==> config.mk <==
export PLATFORM = sky130hd
export DESIGN_NAME = led_shift_driver
export DESIGN_NICKNAME = d
export VERILOG_FILES = /design/src/rtl/led_drv_pkg.sv /design/src/rtl/led_drv_timer.sv /design/src/rtl/led_shift_driver.sv
export SDC_FILE = /design/constraint.sdc
export NUM_CORES = 1
export LEC_CHECK = 0
export BUFFER_PORTS_ARGS = -buffer_cell sky130_fd_sc_hd__buf_2
export CAP_MARGIN = 20
export CORE_AREA = 2 2 73 75
export DETAILED_ROUTE_END_ITERATION = 10
export DIE_AREA = 0 0 75 77
export GPL_TIMING_DRIVEN = 0
export PLACE_DENSITY_LB_ADDON = 0.08
export RECOVER_POWER = 50
export SYNTH_ARGS = -nofsm -noshare
export SYNTH_HDL_FRONTEND = slang
export SYNTH_SLANG_ARGS = --single-unit
export TNS_END_PERCENT = 1
==> constraint.sdc <==
create_clock -name CLK -period 2.3 [get_ports CLK]
set_input_delay 0.23 -clock CLK [delete_from_list [all_inputs] [get_ports CLK]]
set_output_delay 0.23 -clock CLK [all_outputs]
set_load 0.01 [all_outputs]
==> src/rtl/led_drv_pkg.sv <==
// Shared types and defaults for the serial LED chain driver.
//   led_drv_state_t : IDLE / SHIFT / LATCH frame sequencer states
//   LED_W           : default frame width (LED vector width)
//   LED_CLK_DIV     : default CLK cycles per SRCLK half-period / RCLK pulse
package led_drv_pkg;

  typedef enum logic [1:0] {
    IDLE  = 2'd0,
    SHIFT = 2'd1,
    LATCH = 2'd2
  } led_drv_state_t;

  localparam int unsigned LED_W       = 16;
  localparam int unsigned LED_CLK_DIV = 2;

endpackage

==> src/rtl/led_drv_timer.sv <==
// Half-period divider for the shift/latch clocks.
//   clk       : system clock
//   rst_n     : asynchronous active-low reset
//   clr       : hold the divider at zero (driver idle)
//   phase     : current SRCLK level
//   half_tick : last cycle of the current half-period / RCLK pulse
//   bit_done  : last cycle of a bit's SRCLK high phase
module led_drv_timer
  import led_drv_pkg::*;
#(
  parameter int unsigned CLK_DIV = LED_CLK_DIV
) (
  input  logic clk,
  input  logic rst_n,
  input  logic clr,
  input  logic phase,
  output logic half_tick,
  output logic bit_done
);

  localparam int unsigned DIV_W = (CLK_DIV > 1) ? $clog2(CLK_DIV) : 1;
  localparam logic [DIV_W-1:0] DIV_LAST = DIV_W'(CLK_DIV - 1);

  logic [DIV_W-1:0] div_cnt_q;
  logic [DIV_W-1:0] div_cnt_d;

  always_comb begin
    half_tick = (div_cnt_q == DIV_LAST);
    bit_done  = half_tick && phase;
    // Terminal count restarts at zero explicitly; the counter never wraps.
    if (clr || half_tick) begin
      div_cnt_d = '0;
    end else begin
      div_cnt_d = div_cnt_q + 1'b1;
    end
  end

  always_ff @(posedge clk or negedge rst_n) begin
    if (!rst_n) begin
      div_cnt_q <= '0;
    end else begin
      div_cnt_q <= div_cnt_d;
    end
  end

endmodule

==> src/rtl/led_shift_driver.sv <==
// Drives a WIDTH-bit LED vector onto a chain of 595-style latching shift
// registers. A frame is sent whenever LED differs from the last frame sent,
// and once after every reset.
//   CLK   : system clock, rising edge
//   RST   : asynchronous active-low reset
//   LED   : LED vector, sampled only while idle
//   SER   : serial data, stable across each SRCLK high phase
//   SRCLK : shift clock (chain samples SER on its rising edge)
//   RCLK  : storage latch clock, one pulse per frame
//   BUSY  : high while a frame is in progress
module led_shift_driver
  import led_drv_pkg::*;
#(
  parameter int unsigned WIDTH     = LED_W,
  parameter int unsigned CLK_DIV   = LED_CLK_DIV,
  parameter int unsigned MSB_FIRST = 1
) (
  input  logic             CLK,
  input  logic             RST,
  input  logic [WIDTH-1:0] LED,
  output logic             SER,
  output logic             SRCLK,
  output logic             RCLK,
  output logic             BUSY
);

  localparam int unsigned BIT_W = (WIDTH > 1) ? $clog2(WIDTH) : 1;
  localparam logic [BIT_W-1:0] BIT_LAST = BIT_W'(WIDTH - 1);

  led_drv_state_t   state_q, state_d;
  logic [WIDTH-1:0] snap_q, snap_d;
  logic [WIDTH-1:0] last_q, last_d;
  logic [WIDTH-1:0] snap_next;
  logic             pend_q, pend_d;
  logic [BIT_W-1:0] bit_cnt_q, bit_cnt_d;
  logic             ser_q, ser_d;
  logic             srclk_q, srclk_d;
  logic             rclk_q, rclk_d;
  logic             busy_q, busy_d;
  logic             half_tick;
  logic             bit_done;

  led_drv_timer #(
    .CLK_DIV (CLK_DIV)
  ) u_timer (
    .clk       (CLK),
    .rst_n     (RST),
    .clr       (state_q == IDLE),
    .phase     (srclk_q),
    .half_tick (half_tick),
    .bit_done  (bit_done)
  );

  always_comb begin
    state_d   = state_q;
    snap_d    = snap_q;
    last_d    = last_q;
    pend_d    = pend_q;
    bit_cnt_d = bit_cnt_q;
    ser_d     = ser_q;
    srclk_d   = srclk_q;
    rclk_d    = rclk_q;
    busy_d    = busy_q;
    snap_next = (MSB_FIRST != 0) ? (snap_q << 1) : (snap_q >> 1);

    unique case (state_q)
      IDLE: begin
        ser_d   = 1'b0;
        srclk_d = 1'b0;
        rclk_d  = 1'b0;
        busy_d  = 1'b0;
        if ((LED != last_q) || pend_q) begin
          snap_d    = LED;
          last_d    = LED;
          pend_d    = 1'b0;
          bit_cnt_d = '0;
          ser_d     = (MSB_FIRST != 0) ? LED[WIDTH-1] : LED[0];
          busy_d    = 1'b1;
          state_d   = SHIFT;
        end
      end
      SHIFT: begin
        if (bit_done) begin
          srclk_d = 1'b0;
          if (bit_cnt_q == BIT_LAST) begin
            ser_d   = 1'b0;
            rclk_d  = 1'b1;
            state_d = LATCH;
          end else begin
            // SER advances on the SRCLK falling edge so it is stable for the
            // whole following high phase.
            bit_cnt_d = bit_cnt_q + 1'b1;
            snap_d    = snap_next;
            ser_d     = (MSB_FIRST != 0) ? snap_next[WIDTH-1] : snap_next[0];
          end
        end else if (half_tick) begin
          srclk_d = 1'b1;
        end
      end
      LATCH: begin
        if (half_tick) begin
          rclk_d  = 1'b0;
          busy_d  = 1'b0;
          state_d = IDLE;
        end
      end
      default: begin
        state_d = IDLE;
      end
    endcase
  end

  always_ff @(posedge CLK or negedge RST) begin
    if (!RST) begin
      state_q   <= IDLE;
      snap_q    <= '0;
      last_q    <= '0;
      pend_q    <= 1'b1;
      bit_cnt_q <= '0;
      ser_q     <= 1'b0;
      srclk_q   <= 1'b0;
      rclk_q    <= 1'b0;
      busy_q    <= 1'b0;
    end else begin
      state_q   <= state_d;
      snap_q    <= snap_d;
      last_q    <= last_d;
      pend_q    <= pend_d;
      bit_cnt_q <= bit_cnt_d;
      ser_q     <= ser_d;
      srclk_q   <= srclk_d;
      rclk_q    <= rclk_d;
      busy_q    <= busy_d;
    end
  end

  assign SER   = ser_q;
  assign SRCLK = srclk_q;
  assign RCLK  = rclk_q;
  assign BUSY  = busy_q;

endmodule

==> impl_metrics.csv, run 1 <==
group,metric,value,unit
run_status,outcome,"completed",
yosys,ys_types,40,
sta,worstMarginPinSlew,0.953,ns
sta,setup_tns,0,ns
pwr,power_density,708,mW/mm^2
pwr,ir_worst_vdd,0.386,mV
yosys,ys_async_sr_fraction,100,%
worst_setup_path,crit_path_top_delay_cell,"a2111oi_2",
placed_design,io_buffer_count,21,
job,maxCapViolations,0,
yosys,synth_flop_cell,"dfrtp_1",
cts,cts_tree,"yes",
layout,syn_to_final_growth,14.9,%
yosys,ys_seq_area_share,49.6,%
worst_setup_path,path_cells,"a2111oi_2, nand4_1, o21ai_4, buf_6, mux2_1",
routing,first_pass_iters,4,
routing,wirelength,4.43,mm
routing,ant_nets,0,
sta,maxClockFrequency,0.469,GHz
worst_setup_path,crit_family,"compound AO/OA/AOI/OAI gates",
routing,top_layer,"met4",
worst_setup_path,crit_fanout,10,
grt,grt_pass1_wl,7.53,mm
yosys,synth.avg_cell_area,10.5,um^2
yosys,yosysTopAreaCell,"dfrtp_1",
routing,routed-via-count,1538,
sta,period_needed,2.13,ns
cts,cts_made_buffers,5,
cts,cts_max_level,2,
routing,drc,0,
yosys,ys_warn_count,0,
pwr,leakage,1.20,nW
cts,clock_path_buffers,2,
yosys,synthesis.area,0.00217,mm^2
grt,grt_pass1_vias,1501,
cts,path_clk_slew,0.08,ns
pwr,p_total,0.00177,W
sta,period_share,92.8,%
worst_setup_path,crit_path_max_incr_delay,0.43,ns
cts,cts_root_buf,"clkbuf_8",
cts,cts_sinks,43,
cts,cts_hold_buf,0,
worst_setup_path,start_kind,"flop",
layout,final_core_util,50.1,%
floorplanning,die_h,77,um
cts,cts_resized,0,
cts,clock_latency,0.30,ns
cts,post_cts_buffers,0,
floorplanning,start_util,43.6,%
layout,nFillCells,506,
routing,met3_length,150,um
yosys,synthTopCellsByArea,"dfrtp_1 48%, nand2_1 8.5%, mux2_1 7.8%",
yosys,ys_ff_latch,43,
yosys,synth.net_count,225,
sta,slew_viol_final,0,
min_path,min_path_type,"primary input to flop",
floorplanning,die_x,75,um
routing,wl_met2,2.02,mm
grt,grt_use_total,17.3,%
grt,antenna_found_initial,0,
layout,drive_above_1_share,20.7,%
worst_setup_path,worst-path-buf-inv,1,
floorplanning,die_area,0.00578,mm^2
sta,rsz0062_at_grt,"false",
layout,final_net_count,255,
placed_design,gp_congestion,0.752,
grt,grt-ovfl-total,0,
floorplanning,rows,26,
worst_setup_path,worst_ep_arrival_time,2.32,ns
routing,via_per_inst,5.01,
sta,hold_violations,0,
sta,clock_skew,0.0116,ns
routing,dr.first_iter.drc_count,58,
worst_setup_path,crit_path_end_kind,"flop",
sta,relSlewSlack,36.5,%
layout,multi_input_area,0.00102,mm^2
floorplanning,ios,22,
yosys,synthCells,206,
worst_setup_path,worstPathRequired,2.48,ns
worst_setup_path,path_class,"flop to flop",
sta,setup_violations,0,
yosys,synth_edf_count,0,
routing,wl_per_cell,14.4,um
grt,grt_max_degree,44,
placed_design,hpwl,3.17,mm
routing,met1Wirelength,2.19,mm
yosys,synth_top_area_share,48.4,%
layout,antenna_cells,0,
layout,seqCellArea,0.00108,mm^2
floorplanning,core,0.00498,mm^2
==> flip-flops by register name, summed over array words and instances, names as in the netlist <==
signal,count
last_q,16
snap_q,15
bit_cnt_q,4
state_q,2
BUSY,1
RCLK,1
SER,1
SRCLK,1
pend_q,1
u_timer.half_tick,1
==> where the power goes <==
part | leakage [nW] | switching (W) | internal [W]
clock | 0.0612 | 0.000269 | 0.000352
sequential | 0.522 | 0.0000660 | 0.000837
combinational | 0.621 | 0.000121 | 0.000122
==> cells by family after synthesis <==
family | count (synthesis) | synth area share, %
compound gates | 27 | 9.05
xor+xnor | 13 | 5.24
fa+ha+maj | 1 | 0.576
buf+inv | 16 | 3.52
flops | 43 | 49.6
mux | 29 | 16.1
simple gates | 77 | 15.9
==> cells in the mapped netlist (5+ instances only) <==
master and instances:
nor2_1 7, o21ai_0 6, nand3_1 5, mux2_2 5, nand2_1 49, dfrtp_1 42
mux2_1 15, inv_1 10, mux2_4 7, a21oi_1 7, xor2_1 11
==> placed cells by master, fill, tap and decap left out, types with 2 or more instances in the layout <==
master | synthesis | layout
clkbuf_8 | 0 | 6
a21oi_1 | 7 | 7
dfrtp_1 | 42 | 42
nor2b_1 | 3 | 3
nor3_1 | 3 | 3
nand2_1 | 49 | 49
buf_6 | 2 | 2
buf_2 | 1 | 20
mux2i_1 | 2 | 2
inv_1 | 10 | 10
clkbuf_1 | 3 | 5
o22ai_1 | 3 | 3
mux2_2 | 5 | 5
nor2_1 | 7 | 7
mux2_4 | 7 | 7
xnor2_1 | 2 | 2
o21ai_0 | 6 | 6
xor2_1 | 11 | 11
nand3_1 | 5 | 5
mux2_1 | 15 | 15
and3_1 | 3 | 3
==> final timing paths <==
kind                       slack (ns)  startpoint         end  depth (start not counted)
setup / recovery                 0.17   last_q[7]  last_q[13]                          5
hold / removal                   0.19     LED[10]  last_q[10]                          2
setup reg to reg                 0.17   last_q[7]  last_q[13]                          5
hold reg to reg                  0.49   snap_q[1]   snap_q[1]                          1
max in group asynchronous        0.74         RST   snap_q[1]                          3
min in group asynchronous        0.32         RST  last_q[15]                          2
==> routing by layer <==
metal	GRT usage, %	vias to the layer above
li1	-	764
met1	24.6	738
met2	25.8	28
met3	3.94	8
met4	5.89	0
met5	0	-
==> worst register-to-register path: stages (launching register included) <==
cell and delay [ns]:
dfrtp_1 0.40, a2111oi_2 0.43, nand4_1 0.29, o21ai_4 0.35
buf_6 0.21, mux2_1 0.34
==> area by class of cell <==
class	count	share of cell area, %
repair buffers	23	4.72
inverters	10	1.51
clock buffers	6	3.31
plain buffers	6	1.56
multi-input cells	147	40.8
clock inverters	2	1.40
well taps	70	3.51
flip-flops and latches	43	43.2
==> stage by stage <==
| stage | hold WS [ns] | instance area, um^2 | cells | setup WS (ns) |
|---|---|---|---|---|
| after floorplan | -0.0656 | 2170 | 206 | 0.444 |
| after global placement | 0.460 | 2360 | 297 | 0.102 |
| after detailed placement | 0.453 | 2360 | 297 | 0.0987 |
| after CTS | 0.123 | 2480 | 305 | 0.125 |
| after global routing | 0.180 | 2490 | 307 | 0.00697 |
| final | 0.185 | 2490 | 307 | 0.166 |
(Power assumes the default switching activity.)
==> run 2, diff against run 1 <==
--- a/config.mk
+++ b/config.mk
@@ -5,11 +5,12 @@
 export SDC_FILE = /design/constraint.sdc
 export NUM_CORES = 1
 export LEC_CHECK = 0
+export ABC_AREA = 1
 export BUFFER_PORTS_ARGS = -buffer_cell sky130_fd_sc_hd__buf_2
 export CAP_MARGIN = 20
-export CORE_AREA = 2 2 73 75
+export CORE_AREA = 2 2 74 76
 export DETAILED_ROUTE_END_ITERATION = 10
-export DIE_AREA = 0 0 75 77
+export DIE_AREA = 0 0 76 78
 export GPL_TIMING_DRIVEN = 0
 export PLACE_DENSITY_LB_ADDON = 0.08
 export RECOVER_POWER = 50
==> run 2 against run 1 <==
Effect of this change:
- register-to-register slack better by 0.40 ns
- area after synthesis is 2.1% higher
- via count is 21% higher
- fmax is 23% higher
- hold slack worse by 0.019 ns
- clock power is 3.2% lower
- global-route usage is 0.99 points higher
- critical endpoint is now snap_q[6]
==> impl_metrics.csv, run 2 <==
group,metric,value,unit
run_status,outcome,"completed",
yosys,synthTopCellsByArea,"dfrtp_1 47%, nand2_1 19%, o21ai_0 5.4%",
worst_setup_path,crit_path_top_delay_cell,"dfrtp_1",
layout,drive_above_1_share,13.6,%
grt,grt_pass1_vias,1920,
routing,wirelength,4.81,mm
yosys,ys_seq_area_share,48.6,%
yosys,ys_async_sr_fraction,100,%
cts,cts_sinks,43,
pwr,leakage,1.34,nW
yosys,synthSimpleGateAreaFrac,30.9,%
yosys,synthesis.area,0.00222,mm^2
worst_setup_path,worst-path-buf-inv,1,
floorplanning,die_x,76,um
cts,clock_path_buffers,2,
sta,rsz0062_at_grt,"false",
floorplanning,die_h,78,um
routing,via_per_inst,4.73,
worst_setup_path,path_cells,"nand2_1, nand2_1, nor2_1, nand2_1, nor2_2, nand4_4, clkbuf_1, nand3_1, nand2_1",
worst_setup_path,crit_fanout,10,
placed_design,place_ws,0.552,ns
grt,grt_pass1_wl,8.72,mm
sta,maxClockFrequency,0.577,GHz
job,maxCapViolations,0,
cts,path_clk_slew,0.09,ns
floorplanning,die_area,0.00593,mm^2
cts,cts_root_buf,"clkbuf_8",
cts,clock_latency,0.30,ns
layout,final_common_cell,"nand2_1",
worst_setup_path,start_kind,"flop",
yosys,synthTopCellsByCount,"115 x nand2_1, 42 x dfrtp_1, 32 x inv_1",
yosys,synth.avg_cell_area,7.56,um^2
sta,period_share,75.4,%
sta,hold_violations,0,
pwr,power_density,558,mW/mm^2
yosys,synthCells,293,
grt,grt_use_total,18.3,%
worst_setup_path,path_class,"flop to flop",
worst_setup_path,crit_top_cell,"nand2_1",
worst_setup_path,crit_family,"simple AND/OR/NAND/NOR gates",
sta,period_needed,1.73,ns
worst_setup_path,crit_path_max_incr_delay,0.40,ns
yosys,synth_top_area_share,47.4,%
yosys,yosysMostFrequentCell,"nand2_1",
grt,antenna_found_initial,0,
floorplanning,core,0.00504,mm^2
yosys,synth_top_family_by_area,"simple AND/OR/NAND/NOR gates",
layout,largest_reg_flops,16,
min_path,min_path_type,"primary input to flop",
placed_design,io_buffer_count,21,
routing,wl_per_cell,12.2,um
pwr,ir_worst_vdd,0.250,mV
grt,grt-ovfl-total,0,
floorplanning,ios,22,
yosys,synthMuxAreaShare,0,%
yosys,synth_edf_count,0,
routing,dr.first_iter.drc_count,124,
cts,cts_made_buffers,5,
sta,fin_ws,0.566,ns
placed_design,gp_congestion,0.783,
yosys,synth_xor_area_share,2.37,%
floorplanning,start_util,43.9,%
layout,reg.largest.list,"last_q x16, snap_q x15, bit_cnt_q x4",
layout,regMostFlops,"last_q",
routing,ant_nets,0,
layout,final_cell_mix,"115 x nand2_1, 42 x dfrtp_1, 32 x inv_1",
sta,relSlewSlack,32.1,%
yosys,synth_compound_area_share,9.26,%
yosys,ys_warn_count,0,
worst_setup_path,worstPathRequired,2.49,ns
yosys,synth.net_count,312,
yosys,yosysTopAreaCell,"dfrtp_1",
cts,cts_max_level,2,
worst_setup_path,crit_path_end_kind,"flop",
cts,cts_tree,"yes",
routing,drc,0,
routing,first_pass_iters,4,
yosys,ys_ff_latch,43,
yosys,synth_fa_ha_area_share,0.565,%
routing,routed-via-count,1862,
sta,setup_violations,0,
floorplanning,rows,26,
layout,final_net_count,342,
worst_setup_path,worst_ep_arrival_time,1.93,ns
sta,setup_tns,0,ns
sta,clock_skew,0.00913,ns
yosys,synth_flop_cell,"dfrtp_1",
layout,antenna_cells,0,
cts,cts_resized,0,
grt,grt_max_degree,44,
sta,slew_viol_final,0,
sta,worstMarginPinSlew,1.02,ns
layout,syn_to_final_growth,15.0,%
placed_design,hpwl,3.49,mm
yosys,ys_types,27,
## run 2: changes by cell type after synthesis, sizes merged, moves of 3 or more
cell,delta
nand2,+68
mux2,-27
o21ai,+26
inv,+23
nand3,+18
nor2,+13
xor2,-10
a21oi,-5
buf,+4
and3,-3
nor2b,-3
o22ai,-3
xnor2,+3
## run 2: per-stage QoR
step | power (W) | hold slack, ns | std cells | area (um^2) | util [%]
after floorplan | 0.000793 | -0.0656 | 293 | 2220 | -
after global placement | 0.000833 | 0.434 | 384 | 2410 | 47.8
after detailed placement | 0.000833 | 0.431 | 384 | 2410 | 47.8
after CTS | 0.00143 | 0.118 | 392 | 2520 | 50.0
after global routing | 0.00148 | 0.202 | 394 | 2550 | 50.5
final | 0.00142 | 0.166 | 394 | 2550 | 50.5
## run 2: per-layer routing
layer,vias up,track usage [%],routed length (um),part of all wire (%)
met5,-,0,0,0
met4,0,4.36,48,1.0
met3,7,3.60,161,3.3
met2,29,31.8,2220,46
met1,850,23.8,2380,50
li1,976,-,-,-
## run 2: cell families (layout without fill, tap and decap cells)
kind of cell	after synthesis	after routing
xor gates and xnor gates	6	6
and+or+nand+nor	164	164
buffers and inverters	42	73
adders and majority gates	1	1
DFF	43	43
AOI/OAI and AO/OA	37	37
## run 2: final cells by class
| class | instances | area, um^2 |
|---|---|---|
| Buffer | 9 | 60.1 |
| Clock buffer | 5 | 68.8 |
| Clock inverter | 3 | 43.8 |
| Fill cell | 499 | 2490 |
| Inverter | 33 | 124 |
| Multi-Input combinational cell | 208 | 955 |
| Sequential cell | 43 | 1080 |
| Tap cell | 70 | 87.6 |
| Timing Repair Buffer | 23 | 131 |
## run 2: worst reg2reg max path, stage by stage, from the launching register on
cell,delay [ns]
dfrtp_1,0.40
nand2_1,0.07
nand2_1,0.05
nor2_1,0.15
nand2_1,0.10
nor2_2,0.16
nand4_4,0.20
clkbuf_1,0.30
nand3_1,0.14
nand2_1,0.06
## run 2: power breakdown
part           switching (W)  total [W]  internal, W
clock               0.000276   0.000600     0.000324
sequential                 0   0.000755     0.000755
combinational      0.0000412  0.0000661    0.0000249
## run 2: worst paths after layout
check / startpoint / end / slack (ns) / cells past startpoint
worst max-delay path: last_q[12] / snap_q[6] / 0.57 / 9
worst min-delay path: LED[0] / last_q[0] / 0.17 / 3
worst max register to register: last_q[12] / snap_q[6] / 0.57 / 9
worst min register to register: pend_q / pend_q / 0.44 / 2
max in group asynchronous: RST / snap_q[2] / 1.00 / 3
min in group asynchronous: RST / BUSY / 0.61 / 2
## run 2: timing repair
action | in CTS | in global routing
buffers inserted | 0 | 0
hold buffers | 0 | 1
hold endpoints to repair | 0 | 16
